File: config.mk
export PLATFORM = sky130hd
export DESIGN_NAME = exec_sequencer
export DESIGN_NICKNAME = d
export VERILOG_FILES = /design/src/rtl/exec_sequencer.sv
export SDC_FILE = /design/constraint.sdc
export NUM_CORES = 1
export LEC_CHECK = 0
export BUFFER_PORTS_ARGS = -buffer_cell sky130_fd_sc_hd__buf_4
export CORE_MARGIN = 5
export CORE_UTILIZATION = 41
export CTS_CLUSTER_DIAMETER = 80
export CTS_CLUSTER_SIZE = 20
export DETAILED_ROUTE_END_ITERATION = 6
export PLACE_DENSITY = 0.67
export SLEW_MARGIN = 20
export SYNTH_ARGS = -nofsm -noshare
export SYNTH_HDL_FRONTEND = slang
export SYNTH_SLANG_ARGS = --single-unit
File: constraint.sdc
create_clock -name i_clk -period 8.74 [get_ports i_clk]
set_input_delay 1.311 -clock i_clk [delete_from_list [all_inputs] [get_ports i_clk]]
set_output_delay 1.311 -clock i_clk [all_outputs]
set_load 0.02 [all_outputs]
File: src/rtl/exec_sequencer.sv
// Execute-stage sequencer: issues decoded ops to a 2-cycle ALU or a variable-latency FPU
// and queues results in an OUT_DEPTH-entry FIFO. Optional FPU watchdog: EXEC_FPU_WATCHDOG_EN.
module exec_sequencer #(
  parameter int unsigned DATA_WIDTH  = 32,
  parameter int unsigned TAG_WIDTH   = 64,
  parameter int unsigned OUT_DEPTH   = 2,
  parameter int unsigned FPU_TIMEOUT = 64
) (
  input  logic                  i_clk,
  input  logic                  i_reset,      // synchronous, active-low
  input  logic                  i_flush,
  input  logic                  i_in_valid,
  output logic                  o_in_ready,
  input  logic                  i_in_fp,
  input  logic                  i_in_mem,
  input  logic [3:0]            i_in_aluop,
  input  logic [DATA_WIDTH-1:0] i_in_op1,
  input  logic [DATA_WIDTH-1:0] i_in_op2,
  input  logic [TAG_WIDTH-1:0]  i_in_tag,
  output logic [3:0]            o_alu_op,
  output logic [DATA_WIDTH-1:0] o_alu_a,
  output logic [DATA_WIDTH-1:0] o_alu_b,
  input  logic [DATA_WIDTH-1:0] i_alu_result,
  output logic                  o_fpu_start,
  output logic [3:0]            o_fpu_op,
  output logic [DATA_WIDTH-1:0] o_fpu_a,
  output logic [DATA_WIDTH-1:0] o_fpu_b,
  input  logic [DATA_WIDTH-1:0] i_fpu_result,
  input  logic                  i_fpu_valid,
  output logic                  o_fpu_abort,
  output logic                  o_out_valid,
  input  logic                  i_out_ready,
  output logic [DATA_WIDTH-1:0] o_out_result,
  output logic [TAG_WIDTH-1:0]  o_out_tag,
  output logic                  o_out_err
);

  localparam int unsigned PTR_W = $clog2(OUT_DEPTH);
  localparam int unsigned CNT_W = PTR_W + 1;

  if (OUT_DEPTH < 2 || (OUT_DEPTH & (OUT_DEPTH - 1)) != 0 || FPU_TIMEOUT == 0) begin : g_bad_cfg
    $error("exec_sequencer: OUT_DEPTH must be a power of two >= 2 and FPU_TIMEOUT >= 1");
  end

  typedef enum logic [1:0] {S_IDLE, S_INT, S_FP} state_t;

  state_t                r_state;
  logic [PTR_W-1:0]      r_wr_ptr;
  logic [PTR_W-1:0]      r_rd_ptr;
  logic [CNT_W-1:0]      r_count;
  logic [TAG_WIDTH-1:0]  r_tag;
  logic [DATA_WIDTH-1:0] r_mem_res [OUT_DEPTH];
  logic [TAG_WIDTH-1:0]  r_mem_tag [OUT_DEPTH];

  logic [CNT_W-1:0]      w_occupancy;
  logic                  w_accept;
  logic                  w_int_path;
  logic                  w_fp_done;
  logic                  w_fp_tmo;
  logic                  w_push;
  logic                  w_pop;
  logic [DATA_WIDTH-1:0] w_push_res;

`ifdef EXEC_FPU_WATCHDOG_EN
  localparam int unsigned WD_W = $clog2(FPU_TIMEOUT + 1);
  logic [WD_W-1:0] r_wd_cnt;
  logic            r_mem_err [OUT_DEPTH];

  assign w_fp_tmo  = (r_state == S_FP) && !i_fpu_valid && (r_wd_cnt == WD_W'(FPU_TIMEOUT));
  assign o_out_err = o_out_valid && r_mem_err[r_rd_ptr];
`else
  assign w_fp_tmo  = 1'b0;
  assign o_out_err = 1'b0;
`endif

  // The op in flight reserves a FIFO slot, so a push can never hit a full FIFO.
  assign w_occupancy = r_count + CNT_W'(r_state != S_IDLE);
  assign o_in_ready  = i_reset && !i_flush && (r_state != S_FP) &&
                       (w_occupancy < CNT_W'(OUT_DEPTH));
  assign w_accept    = i_in_valid && o_in_ready;
  assign w_int_path  = !i_in_fp || i_in_mem;

  assign w_fp_done  = (r_state == S_FP) && i_fpu_valid;
  assign w_push     = !i_flush && ((r_state == S_INT) || w_fp_done || w_fp_tmo);
  assign w_push_res = (r_state == S_INT) ? i_alu_result :
                      (w_fp_done ? i_fpu_result : '0);

  assign o_out_valid  = (r_count != '0);
  assign w_pop        = o_out_valid && i_out_ready;
  assign o_out_result = o_out_valid ? r_mem_res[r_rd_ptr] : '0;
  assign o_out_tag    = o_out_valid ? r_mem_tag[r_rd_ptr] : '0;

  always_ff @(posedge i_clk) begin
    if (!i_reset) begin
      r_state     <= S_IDLE;
      r_wr_ptr    <= '0;
      r_rd_ptr    <= '0;
      r_count     <= '0;
      r_tag       <= '0;
      o_alu_op    <= '0;
      o_alu_a     <= '0;
      o_alu_b     <= '0;
      o_fpu_op    <= '0;
      o_fpu_a     <= '0;
      o_fpu_b     <= '0;
      o_fpu_start <= 1'b0;
      o_fpu_abort <= 1'b0;
`ifdef EXEC_FPU_WATCHDOG_EN
      r_wd_cnt    <= '0;
`endif
      for (int unsigned i = 0; i < OUT_DEPTH; i++) begin
        r_mem_res[i] <= '0;
        r_mem_tag[i] <= '0;
`ifdef EXEC_FPU_WATCHDOG_EN
        r_mem_err[i] <= 1'b0;
`endif
      end
    end else begin
      o_fpu_start <= 1'b0;
      o_fpu_abort <= 1'b0;
      if (i_flush) begin
        r_state     <= S_IDLE;
        r_wr_ptr    <= '0;
        r_rd_ptr    <= '0;
        r_count     <= '0;
        o_fpu_abort <= (r_state == S_FP);
      end else begin
        if (w_push) begin
          r_mem_res[r_wr_ptr] <= w_push_res;
          r_mem_tag[r_wr_ptr] <= r_tag;
`ifdef EXEC_FPU_WATCHDOG_EN
          r_mem_err[r_wr_ptr] <= w_fp_tmo;
`endif
          r_wr_ptr <= r_wr_ptr + PTR_W'(1);
        end
        if (w_pop) r_rd_ptr <= r_rd_ptr + PTR_W'(1);
        if (w_push && !w_pop)      r_count <= r_count + CNT_W'(1);
        else if (!w_push && w_pop) r_count <= r_count - CNT_W'(1);

        // Accept is only possible outside FP, so it never races FP completion.
        if (w_accept) begin
          r_tag <= i_in_tag;
          if (w_int_path) begin
            r_state  <= S_INT;
            o_alu_op <= i_in_aluop;
            o_alu_a  <= i_in_op1;
            o_alu_b  <= i_in_op2;
          end else begin
            r_state     <= S_FP;
            o_fpu_op    <= i_in_aluop;
            o_fpu_a     <= i_in_op1;
            o_fpu_b     <= i_in_op2;
            o_fpu_start <= 1'b1;
`ifdef EXEC_FPU_WATCHDOG_EN
            r_wd_cnt    <= '0;
`endif
          end
        end else if ((r_state != S_FP) || w_fp_done || w_fp_tmo) begin
          r_state <= S_IDLE;
        end

`ifdef EXEC_FPU_WATCHDOG_EN
        if ((r_state == S_FP) && !i_fpu_valid) r_wd_cnt <= r_wd_cnt + WD_W'(1);
        if (w_fp_tmo) o_fpu_abort <= 1'b1;
`endif
      end
    end
  end

endmodule

==> results by stage <==
Global route:
- The total routing usage reported by global routing is 0.213.
- The first global-routing pass estimated 77100 um of wire.
- The overall overflow remaining after global route is 0.
- The number of antenna violations at the first check in global routing was 2.
- The via count of the first global-routing pass is about 13000.
- Entering global routing, the biggest net connects about 110 pins.

STA:
- In the finished design, the share of the clock period the worst path needs comes to 0.498.
- The shortest period the worst path allows is 4350 ps.
- The final hold violation count is 0.
- The worst clock skew is roughly 18 ps.
- The final sum of negative setup slack is 0 ps.
- The headroom to the max-slew limit is 0.285.
- Setup repair after global routing left no endpoint under its margin.
- The total setup violations reported at the end of the flow is 0.
- The timing-limited maximum frequency is roughly 0.23 GHz.
- For the pin with the worst max-slew slack, the measured transition is ~1100 ps.
- The number of max-slew violations in the final report came to 0.

Clock network:
- The CTS buffer count is 24.
- The maximum number of buffers from clock root to sink is 3.
- The source-to-sink clock delay at the later pin of the worst-skew pair is roughly 550 ps.
- The number of clock sinks is approximately 400.
- The number of hold buffers added after CTS was 0.
- The clock-pin slew reported for the worst setup and hold paths after clock tree synthesis is about 80 ps.
- The CTS tree is built.
- In this run the post-CTS setup repair buffer count came out at 0.
- The H-tree depth is 1.
- The number of cells upsized or downsized after cts is 0.
- The buffer type at the clock tree root is sky130_fd_sc_hd__clkbuf_16.

Logic synthesis:
- The main flop type after synthesis is sky130_fd_sc_hd__dfxtp_1.
- The Yosys step of the flow raised 0 warnings.
- The netlist uses 37 different library cells.
- The net count after synthesis is between 1500 and 2000.
- The number of enable-type register cells in the synthesized netlist is around 190.
- The post-synthesis average cell area is slightly above 10 um2.
- Yosys attributes the largest share of cell area to sky130_fd_sc_hd__edfxtp_1 34%, sky130_fd_sc_hd__dfxtp_1 25%, sky130_fd_sc_hd__o221ai_1 6.5%.
- The sequential element share of the synthesized area is 0.585.
- The cell type with the largest total area after synthesis is sky130_fd_sc_hd__edfxtp_1.
- The synthesized design contains between 400 and 500 register bits.
- The post-synthesis cell area is roughly 17000 um2.
- The share of synthesized area in the top cell type comes to 0.339.
- In the synthesized netlist, the number of instances is around 1700.
- The async set-or-reset flop fraction in the synthesized netlist is 0.

Power:
- Summing internal, switching and leakage power gives around 3.6 mW.
- IR analysis of the VDD net gives a maximum drop of about 0.00014 V.
- The power density over the cells is 169 nW/um2.
- The leakage power figure is between 7 and 8 nW.

Worst setup path:
- Counting stages on the worst path, the most repeated cell is sky130_fd_sc_hd__buf_4.
- The worst path buffer plus inverter count is 2.
- The kind of cell adding the most delay to the critical path is buffers and inverters.
- Among all stages on the critical path, the largest delay is contributed by sky130_fd_sc_hd__buf_4.
- Of all nets on the critical path, the largest fanout is 58.
- Setup slack on the worst reg-to-reg path comes out at around 4800 ps.
- The nature of the critical path endpoint is a primary output.
- The largest single stage delay on the critical path is a little over 900 ps.
- Walking the worst path, the cells encountered are buf_4 -> mux2i_1 -> nor2_1 -> buf_4.
- STA classifies the critical path startpoint as a flop.
- The arrival time at the worst endpoint is ~3000 ps.
- The start-to-end type of the worst setup path is flop to primary output.
- Data on the critical path is required at its endpoint by between 7000 and 8000 ps.

Finish:
- The layout has 3677 filler cells.
- The post-layout instance area is around 21000 um2.
- In the final layout, the share of cells above drive strength 1 is 0.252.
- From synthesis to final layout, the design area changed by 25.3%.
- The final layout contains 2218 nets.

Detailed routing:
- Once detail routing completed, the nets flagged for antenna violations numbered 0.
- For this run, the detailed router's first-pass iteration total came to 6.
- The total wirelength of the detailed-routed design is 51700 um.
- Using the TritonRoute via totals, the vias-per-cell ratio works out to about 5.4.
- The DRC violation count after routing is 0.
- The detail-routed net length per standard cell is a little over 20 um.
- The routed via count is approximately 14000.
- In this run, the number of DRC markers left after iteration 0 of detailed routing was around 710.

Place:
- Routability-driven placement finished with a final weighted congestion of approximately 0.8.
- The post-placement cell area is about 21000 um2.
- Buffers placed on the I/O ports in this run total ~440.
- Once detailed placement completed, the half-perimeter wirelength came to between 30000 and 40000 um.

Floorplanning:
- The die is between 200 and 250 um wide.
- The initial standard-cell utilization of the core is 0.416.
- The vertical die dimension is ~210 um.
- In this run the count of I/O pins placed on the die edge is approximately 440.
- The floorplan has between 70 and 80 rows.
- The total area inside the core boundary comes to around 40000 um2.
- The die covers 45700 um2.

Hold path:
- The tightest min-delay check is of the flop to flop type.

Run status:
- The flow ran to the end, and the final reports show no timing, DRC or antenna violations.

Run:
- The max-capacitance violation count is 0.
==> worst register-to-register path: cells and delay by family (launching register included) <==
kind / cells / cell delay [ps]
and+or+nand+nor: 4 / 2180
buffers and inverters: 1 / 780
DFF: 1 / 520
==> area by class of cell <==
type / count / area [um2] / share of cell area
Clock buffer: 39 / 701 / 0.0329
Sequential cell: 401 / 9950 / 0.467
Tap cell: 532 / 666 / 0.0312
Antenna cell: 1 / 2.50 / 0.000117
Multi-Input combinational cell: 1123 / 6470 / 0.303
Inverter: 3 / 11.3 / 0.000528
Clock inverter: 2 / 41.3 / 0.00194
Timing Repair Buffer: 460 / 3470 / 0.163
==> stage by stage <==
stage	cells	hold slack, ps	worst slack [ps]	utilization
floorplan	1680	472	1880	-
CTS	2559	458	4090	0.520
finish	2561	456	4390	0.521
global route	2560	476	4240	0.521
detailed placement	2518	443	3510	0.502
global placement	2518	436	3680	0.502
==> layer usage <==
metal | track usage | vias up | wire, um
li1 | - | 6632 | -
met4 | 0.0544 | 4 | 1210
met2 | 0.356 | 479 | 24600
met1 | 0.275 | 6721 | 21100
met5 | 0 | - | 26
met3 | 0.0617 | 57 | 4730
==> Yosys cell counts (3+ instances only) <==
master                     number
sky130_fd_sc_hd__a21oi_1       65
sky130_fd_sc_hd__inv_1          3
sky130_fd_sc_hd__o21ai_1        8
sky130_fd_sc_hd__mux2i_1       98
sky130_fd_sc_hd__buf_1         10
sky130_fd_sc_hd__clkbuf_1     102
sky130_fd_sc_hd__buf_6          5
sky130_fd_sc_hd__o21ai_0      193
sky130_fd_sc_hd__clkbuf_2       9
sky130_fd_sc_hd__edfxtp_1     192
sky130_fd_sc_hd__buf_2         22
sky130_fd_sc_hd__nand3_1       10
sky130_fd_sc_hd__nor2_1       169
sky130_fd_sc_hd__xor2_1         3
sky130_fd_sc_hd__nand2_1      267
sky130_fd_sc_hd__buf_4          5
sky130_fd_sc_hd__dfxtp_1      209
sky130_fd_sc_hd__o221ai_1     126
sky130_fd_sc_hd__and2_1       129
sky130_fd_sc_hd__a22oi_1       32
==> logic make-up (layout without fill, tap and decap cells) <==
group / Yosys count / count (layout) / synth area share
AOI/OAI and AO/OA: 430 / 430 / 0.162
muxes: 99 / 99 / 0.0585
other: 1 / 2 / 0.000220
adders and majority gates: 1 / 1 / 0.000735
and+or+nand+nor: 589 / 589 / 0.153
buffers and inverters: 156 / 504 / 0.0400
DFF: 401 / 401 / 0.585
xor gates and xnor gates: 3 / 3 / 0.00154
==> power breakdown <==
| part | leakage [nW] | internal, mW | switching [mW] |
|---|---|---|---|
| Combinational | 3.93 | 0.142 | 0.197 |
| Sequential | 3.70 | 2.03 | 0.0400 |
| Clock | 0.359 | 0.584 | 0.612 |
| Total | 7.99 | 2.76 | 0.850 |
==> path summary, 6_finish.rpt <==
kind	cells after the start	start	to
setup / recovery	4	flop	o_out_tag[58]
hold / removal	2	o_alu_a[9]	o_alu_a[9]
hold reg to reg	2	o_alu_a[9]	o_alu_a[9]
setup reg to reg	5	r_state[0]	r_mem_tag[1][29]
==> state kept, by name, indices dropped and copies added (netlist names), 2 cells and up, named ones only <==
register   flops
o_fpu_op       4
r_state        2
o_fpu_b       32
r_mem_tag    128
r_mem_res     64
o_fpu_a       32
o_alu_b       32
r_tag         64
r_count        2
o_alu_op       4
o_alu_a       32
==> cells in the final DEF, fill, tap and decap left out, drive strengths merged, types with 2 or more instances in the layout <==
master / Yosys / final
dfxtp: 209 / 209
nand2b: 2 / 2
xor2: 3 / 3
nand3b: 2 / 2
o21ai: 201 / 201
nand3: 10 / 10
clkbuf: 111 / 39
a21oi: 65 / 65
nor2b: 2 / 2
o221ai: 126 / 126
nor2: 169 / 169
nand2: 267 / 267
and3b: 2 / 2
and2: 129 / 129
or3: 2 / 2
a22oi: 32 / 32
mux2i: 98 / 98
inv: 3 / 4
buf: 42 / 460
a2111oi: 2 / 2
edfxtp: 192 / 192
or2: 2 / 2
(Power assumes the default switching activity.)
